$ cat src/rtl/pdm_playback_sequencer.sv
// Sample-playback controller: loads a small level table, then emits one PDM write per FRAME clocks.
// Optional build macro PDM_SEQ_LOOP_EN: repeat the table until stop instead of a single pass.
module pdm_playback_sequencer #(
  parameter int DEPTH = 8,
  parameter int WIDTH = 5,
  parameter int FRAME = 64
) (
  input  logic                     clk,
  input  logic                     reset,
  input  logic                     load,
  input  logic [WIDTH-1:0]         load_data,
  input  logic                     clear,
  input  logic                     start,
  input  logic                     stop,
  output logic [WIDTH-1:0]         pdm_value,
  output logic                     pdm_write,
  output logic                     busy,
  output logic                     full,
  output logic [$clog2(DEPTH):0]   count
);

  localparam int AW = $clog2(DEPTH);
  localparam int CW = AW + 1;
  localparam int FW = $clog2(FRAME);

  typedef enum logic {IDLE, PLAY} state_t;
  state_t state;

  logic [WIDTH-1:0] mem [DEPTH];
  logic [AW-1:0]    rd_ptr;
  logic [FW-1:0]    frame_cnt;
  logic [FW-1:0]    frame_next;
  logic [CW-1:0]    rd_inc;
  logic [AW-1:0]    rd_next;
  logic [AW-1:0]    start_ptr;
  logic             last_done;
  logic             tick;

  assign full       = (count == CW'(DEPTH));
  assign rd_inc     = {1'b0, rd_ptr} + CW'(1);
  assign rd_next    = (rd_inc == count) ? '0 : rd_inc[AW-1:0];
  assign start_ptr  = (count == CW'(1)) ? '0 : AW'(1);
  assign frame_next = (frame_cnt == FW'(FRAME - 1)) ? '0 : frame_cnt + FW'(1);
  assign tick       = (frame_cnt == '0);

  // rd_ptr has wrapped to 0 exactly when the frame just finished carried entry count-1.
`ifdef PDM_SEQ_LOOP_EN
  assign last_done = 1'b0;
`else
  assign last_done = (rd_ptr == '0);
`endif

  always_ff @(posedge clk) begin
    if (!reset && state == IDLE && load && !clear && !full) begin
      mem[count[AW-1:0]] <= load_data;
    end
  end

  always_ff @(posedge clk) begin
    if (reset) begin
      state     <= IDLE;
      pdm_value <= '0;
      pdm_write <= 1'b0;
      busy      <= 1'b0;
      count     <= '0;
      rd_ptr    <= '0;
      frame_cnt <= '0;
    end else begin
      pdm_write <= 1'b0;
      case (state)
        IDLE: begin
          if (clear) begin
            count <= '0;
          end else if (load && !full) begin
            count <= count + CW'(1);
          end
          // Uses the pre-edge count, so a same-cycle load cannot enable start.
          if (start && !stop && count != '0) begin
            state     <= PLAY;
            busy      <= 1'b1;
            rd_ptr    <= start_ptr;
            frame_cnt <= FW'(1);
            pdm_value <= mem[0];
            pdm_write <= 1'b1;
          end
        end
        PLAY: begin
          if (stop) begin
            state <= IDLE;
            busy  <= 1'b0;
          end else begin
            frame_cnt <= frame_next;
            if (tick) begin
              if (last_done) begin
                state <= IDLE;
                busy  <= 1'b0;
              end else begin
                pdm_value <= mem[rd_ptr];
                pdm_write <= 1'b1;
                rd_ptr    <= rd_next;
              end
            end
          end
        end
        default: state <= IDLE;
      endcase
    end
  end

endmodule

$ cat config.mk
export PLATFORM = sky130hd
export DESIGN_NAME = pdm_playback_sequencer
export DESIGN_NICKNAME = d
export VERILOG_FILES = /design/src/rtl/pdm_playback_sequencer.sv
export SDC_FILE = /design/constraint.sdc
export NUM_CORES = 1
export LEC_CHECK = 0
export CAP_MARGIN = 20
export CORE_AREA = 4 4 71 73
export DETAILED_ROUTE_END_ITERATION = 6
export DIE_AREA = 0 0 75 77
export DONT_BUFFER_PORTS = 1
export GPL_TIMING_DRIVEN = 0
export PLACE_DENSITY = 0.81
export SETUP_SLACK_MARGIN = 0.5
export SYNTH_ARGS = -nofsm -noshare
export SYNTH_HDL_FRONTEND = slang
export SYNTH_SLANG_ARGS = --single-unit
export TNS_END_PERCENT = 20
$ cat constraint.sdc
create_clock -name clk -period 3.5 [get_ports clk]
set_input_delay 0.35 -clock clk [delete_from_list [all_inputs] [get_ports clk]]
set_output_delay 0.35 -clock clk [all_outputs]
set_load 0.01 [all_outputs]
* After elaboration in Yosys (flattened, before gate mapping)
Memory sizes are Yosys's and may differ from the RTL's. A register that Yosys moved wholly into a read port is not among the register bits.
Cells that the tools add are included.
** Storage, ports and cells
- Word-level logic and storage cells :: 76
- Memories kept :: 1
- RAM bits :: 40
- Flip-flop bits (word level) :: 21
** Memories
- mem :: words 8, bits a word 5, read ports 2, clocked after Yosys merged registers in 1, wr ports 1, line 29 : logic [WIDTH-1:0] mem [DEPTH];
** Cells by class
- Equal/unequal tests :: 10
- Muxes and demuxes :: 35
- Bitwise gates (word level) :: 1
- Reductions and logical operators :: 19
- Add/subtract/negate cells :: 3
** Operators by type and width (number)
- two-way mux 3 bit :: 7
- two-way mux 5 bit :: 4
- two-way mux 6 bit :: 3
- two-way mux 1 bit :: 13
- case mux 6 bit (2 select lines) :: 1
- case mux 5 bit (2 select lines) :: 1
- two-way mux 4 bit :: 2
- logical AND 1 bit :: 7
- adder 6 x 1 -> 6 bit (second input constant) :: 1
- == test 6 bit (second input constant) :: 1
- logical NOT 6 bit :: 1
- inequality test 3 x 2 -> 1 bit (second input constant) :: 2
- case mux 1 bit (2 select lines) :: 3
- case mux 3 bit (2 select lines) :: 1
- adder 3 x 1 -> 4 bit (second input constant) :: 1
- adder 4 x 1 -> 4 bit (second input constant) :: 1
- == test 4 x 1 -> 1 bit (second input constant) :: 1
- == test 4 bit :: 1
- == test 4 bit (second input constant) :: 1
- logical NOT 1 bit :: 4
- inequality test 2 x 1 -> 1 bit (second input constant) :: 2
- inequality test 2 bit (second input constant) :: 2
- AND reduction 2 bit :: 2
- AND reduction 4 bit :: 1
- other kinds (5) :: 5

* Logic depth before layout (Yosys ltp)
- Depth in word-level cells :: 9
- Depth in mapped cells :: 8
- Mapped depth without buffers :: 7

* Worst setup path before layout
Ideal clock, no wire load.
- Path type :: reg-to-reg
- From :: register count[1]
- To :: memory mem[1][0] (enable)
- Path slack :: 1083 ps
- Cell stages (with the launch flop) :: 9
- Buffers on the path :: 1
- Data arrival time :: 2044 ps
- Path through :: dfxtp_1 -> clkbuf_1 -> inv_1 -> ha_1 -> nand3b_1 -> inv_1 -> nor3_1 -> nand3_1 -> nor3_1
** On the way
- Word-level cells in the longest chain between the ends :: 5
** RTL lines
- start: declaration :: line 19 : output logic [$clog2(DEPTH):0] count
- start signal: assignment :: line 75 : count <= count + CW'(1);
- == test 4 bit :: line 39 : assign full = (count == CW'(DEPTH));
- net full :: line 18 : output logic full,
- logical NOT 1 bit :: line 54 : if (!reset && state == IDLE && load && !clear && !full) begin
- logical AND 1 bit :: line 54
- two-way mux 1 bit :: line 54
- two-way mux 1 bit (not written as such) :: line 55 : mem[count[AW-1:0]] <= load_data;
- end: declaration :: line 29
The timed path passes the listed nets, and every way through them passes these cells.

* Final worst setup path
- From :: register count[1]
- To :: memory mem[5][1] (enable)
Same word-level chain as after synthesis.

==> results.yml <==
place:
  portBuffers: 0
  gp_congestion: 0.858
  dp_hpwl_mm: 4.01
  dp_slack_ns: 0.452
  place_area_um2: 2950
timing:
  setup_viol: 0
  max-slew-margin-rel_pct: 60.2
  period_needed_ns: 2.77
  fmax_mhz: 361
  finalClockSkew_ns: 0.00829
  tightestPinTransition_ns: 0.591
  fin_tns_setup_ns: 0
  rsz0062_at_grt: "no"
  final_max_slew_viol_count: 0
  hold_violations: 0
  setup_slack_ns: 0.731
  period_share_pct: 79.1
worst_setup_path:
  endpoint: "mem[5][1]"
  reg2reg_slack_ns: 0.73
  end_kind: "flop"
  critical_path_arrival_ns: 2.77
  critPathMaxStageDelay_ns: 0.41
  crit_family: "simple AND/OR/NAND/NOR gates"
  crit_required_ns: 3.50
  worstSetupPathType: "reg2reg"
  cp_slowest_cell: "dfxtp_1"
  path_depth: 8
  r2r_end: "mem[5][1]"
  r2r_cells: 8
  crit_buf_inv: 3
  path_cells: "clkbuf_1, inv_1, ha_1, nand3b_1, inv_1, nor3_2, nand3_1, nor2_2"
  crit_fanout: 7
  crit_start: "count[1]"
  r2r-start: "count[1]"
  cp_common_cell: "inv_1"
  start_kind: "flop"
synthesis:
  synth_top_area_share_pct: 41.6
  async_flop_share_pct: 0
  synth_edf_count: 40
  synth_fp_nets: 253
  synth_warnings: 0
  netlist.top_cell.by_area: "edfxtp_1"
  seq_area_frac_synth_pct: 58.2
  synth_cells: 235
  ys.flop_type: "edfxtp_1"
  synth_cell_types: 45
  postSynthAreaPerCell_um2: 12.3
  synth_area_leaders: "edfxtp_1 42%, dfxtp_1 17%, mux4_2 3.9%, mux2i_1 3.8%, ha_1 3.0%"
  synth_area_um2: 2890
  synth-seq-cells: 64
clock_tree:
  postCtsHoldBufs: 0
  root_buffer: "clkbuf_8"
  h-tree-depth: 3
  cts_buffer_depth: 2
  insertion_delay_ns: 0.33
  cts_tree: "built"
  cts.sinks: 64
  cts.clk_slew.worst_paths_ns: 0.08
  cts_buffers: 9
grt:
  grt_overflow_total: 0
  antenna_found_initial: 0
  grt_pass1_wl_mm: 9.09
  grt_pass1_vias: 1792
  grt_usage_pct: 21.4
  grt_start_max_net_pins: 13
detailed_routing:
  wl_mm: 5.55
  drt-vias-per-instance: 6.15
  drc: 0
  via_count: 1864
  ant_nets: 0
  drt_iter0_markers: 127
  wl_per_cell_um: 18.3
  drt-pass1-iter-count: 5
power_and_ir_drop:
  power_mw: 1.41
  power_density_nw_per_um2: 445
  p_leak_nw: 1.02
  vdd_drop_max_mv: 0.362
run_status:
  outcome: "finished clean"
cells_and_area:
  drive_above_1_share_pct: 13.9
  multi_input_area_um2: 1130
  antenna_cells: 0
  finish.instance_area_um2: 3160
  nFillCells: 291
  ff_latch_area_um2: 1680
  nets: 264
  area_delta_synth_final_pct: 9.22
die:
  core_area_um2: 4350
  dieArea_um2: 5780
  core.rowCount: 24
  pin_count: 23
  die_h_um: 77
  die_w_um: 75
  start_util_pct: 66.4
flow_run:
  drv_cap: 0
hold_path:
  hold_class: "in2reg"
-- kinds of logic (layout without fill, tap and decap cells) --
group | after synthesis | after routing | synth area share (%)
simple gates | 79 | 79 | 14.8
flops | 64 | 64 | 58.2
compound gates | 40 | 40 | 10.2
buf+inv | 23 | 39 | 3.77
mux | 16 | 16 | 7.71
fa+ha+maj | 7 | 7 | 3.03
xor+xnor | 6 | 6 | 2.30
-- power by group --
| group | leakage (nW) | internal, mW | switching (mW) |
|---|---|---|---|
| Sequential | 0.554 | 0.807 | 0.00688 |
| Combinational | 0.388 | 0.0173 | 0.0266 |
| Clock | 0.0789 | 0.255 | 0.293 |
-- metrics by stage --
step	cells	hold slack [ns]	utilization (%)
floorplan	235	0.449	-
global placement	287	0.449	67.8
detailed placement	287	0.449	67.8
CTS	303	0.0982	71.8
global route	303	0.0864	72.5
finish	303	0.106	72.5
-- cell usage after synthesis, types with 2 or more instances --
master    instances
nand2_1           7
nand3_1          13
nor2b_1           5
nand2b_1         11
clkbuf_1          8
dfxtp_1          24
buf_6             2
nand3b_1          2
xnor2_1           4
a311oi_1          7
nor4_1            2
nor3b_1           2
o211ai_1          6
ha_1              7
and3_1            2
a31oi_1           2
buf_2             3
a21oi_1           8
mux2i_1          11
edfxtp_1         40
inv_1             9
nor2_1           15
and2_1            2
nor3_1           11
a22oi_1           2
mux4_2            5
o21ai_0           3
a21boi_0          5
-- layout by cell type, fill, tap and decap left out, types with 6 or more instances in the layout --
master	n
edfxtp_1	40
mux2i_1	11
inv_1	9
nand3_1	13
a311oi_1	7
nand2_1	7
a21oi_1	8
nand2b_1	11
clkbuf_1	8
clkbuf_8	9
dfxtp_1	24
ha_1	7
nor2_1	12
o211ai_1	6
nor3_1	8
-- worst min path at each step --
stage	cells past startpoint	to	slack [ns]	start
after floorplan	0	mem[0][0]	0.45	load_data[0]
after global placement	0	mem[7][1]	0.45	load_data[1]
after detailed placement	0	mem[7][3]	0.45	load_data[3]
after CTS	0	mem[4][2]	0.1	load_data[2]
after global routing	0	mem[6][1]	0.09	load_data[1]
final	0	mem[4][2]	0.11	load_data[2]
-- per-layer routing --
layer / up-vias / wire [um] / track usage, %
met1: 885 / 2550 / 32.2
met3: 13 / 410 / 5.23
li1: 900 / - / -
met4: 0 / 136 / 10.1
met5: - / 0 / 0
met2: 66 / 2450 / 28.8
-- what timing repair did --
action	CTS	global route
resized for setup	0	7
buffers inserted	0	0
setup endpoints to repair	10	17
-- worst reg2reg max path: stages, from the launching register on --
cell      delay, ns
dfxtp_1        0.41
clkbuf_1       0.40
inv_1          0.18
ha_1           0.23
nand3b_1       0.13
inv_1          0.12
nor3_2         0.29
nand3_1        0.30
nor2_2         0.38
-- registers in the layout, summed over array words and instances (netlist names), named ones only --
name / count
pdm_write: 1
count: 4
frame_cnt: 6
busy: 1
state: 1
pdm_value: 5
mem: 40
rd_ptr: 3
-- final cells by class --
type,instances,area share [%]
Sequential cell,64,53.3
Multi-Input combinational cell,148,35.7
Clock buffer,9,3.93
Buffer,14,2.38
Tap cell,52,2.06
Clock inverter,7,1.55
Inverter,9,1.07
Note: power is estimated with default switching activity, not from simulation.
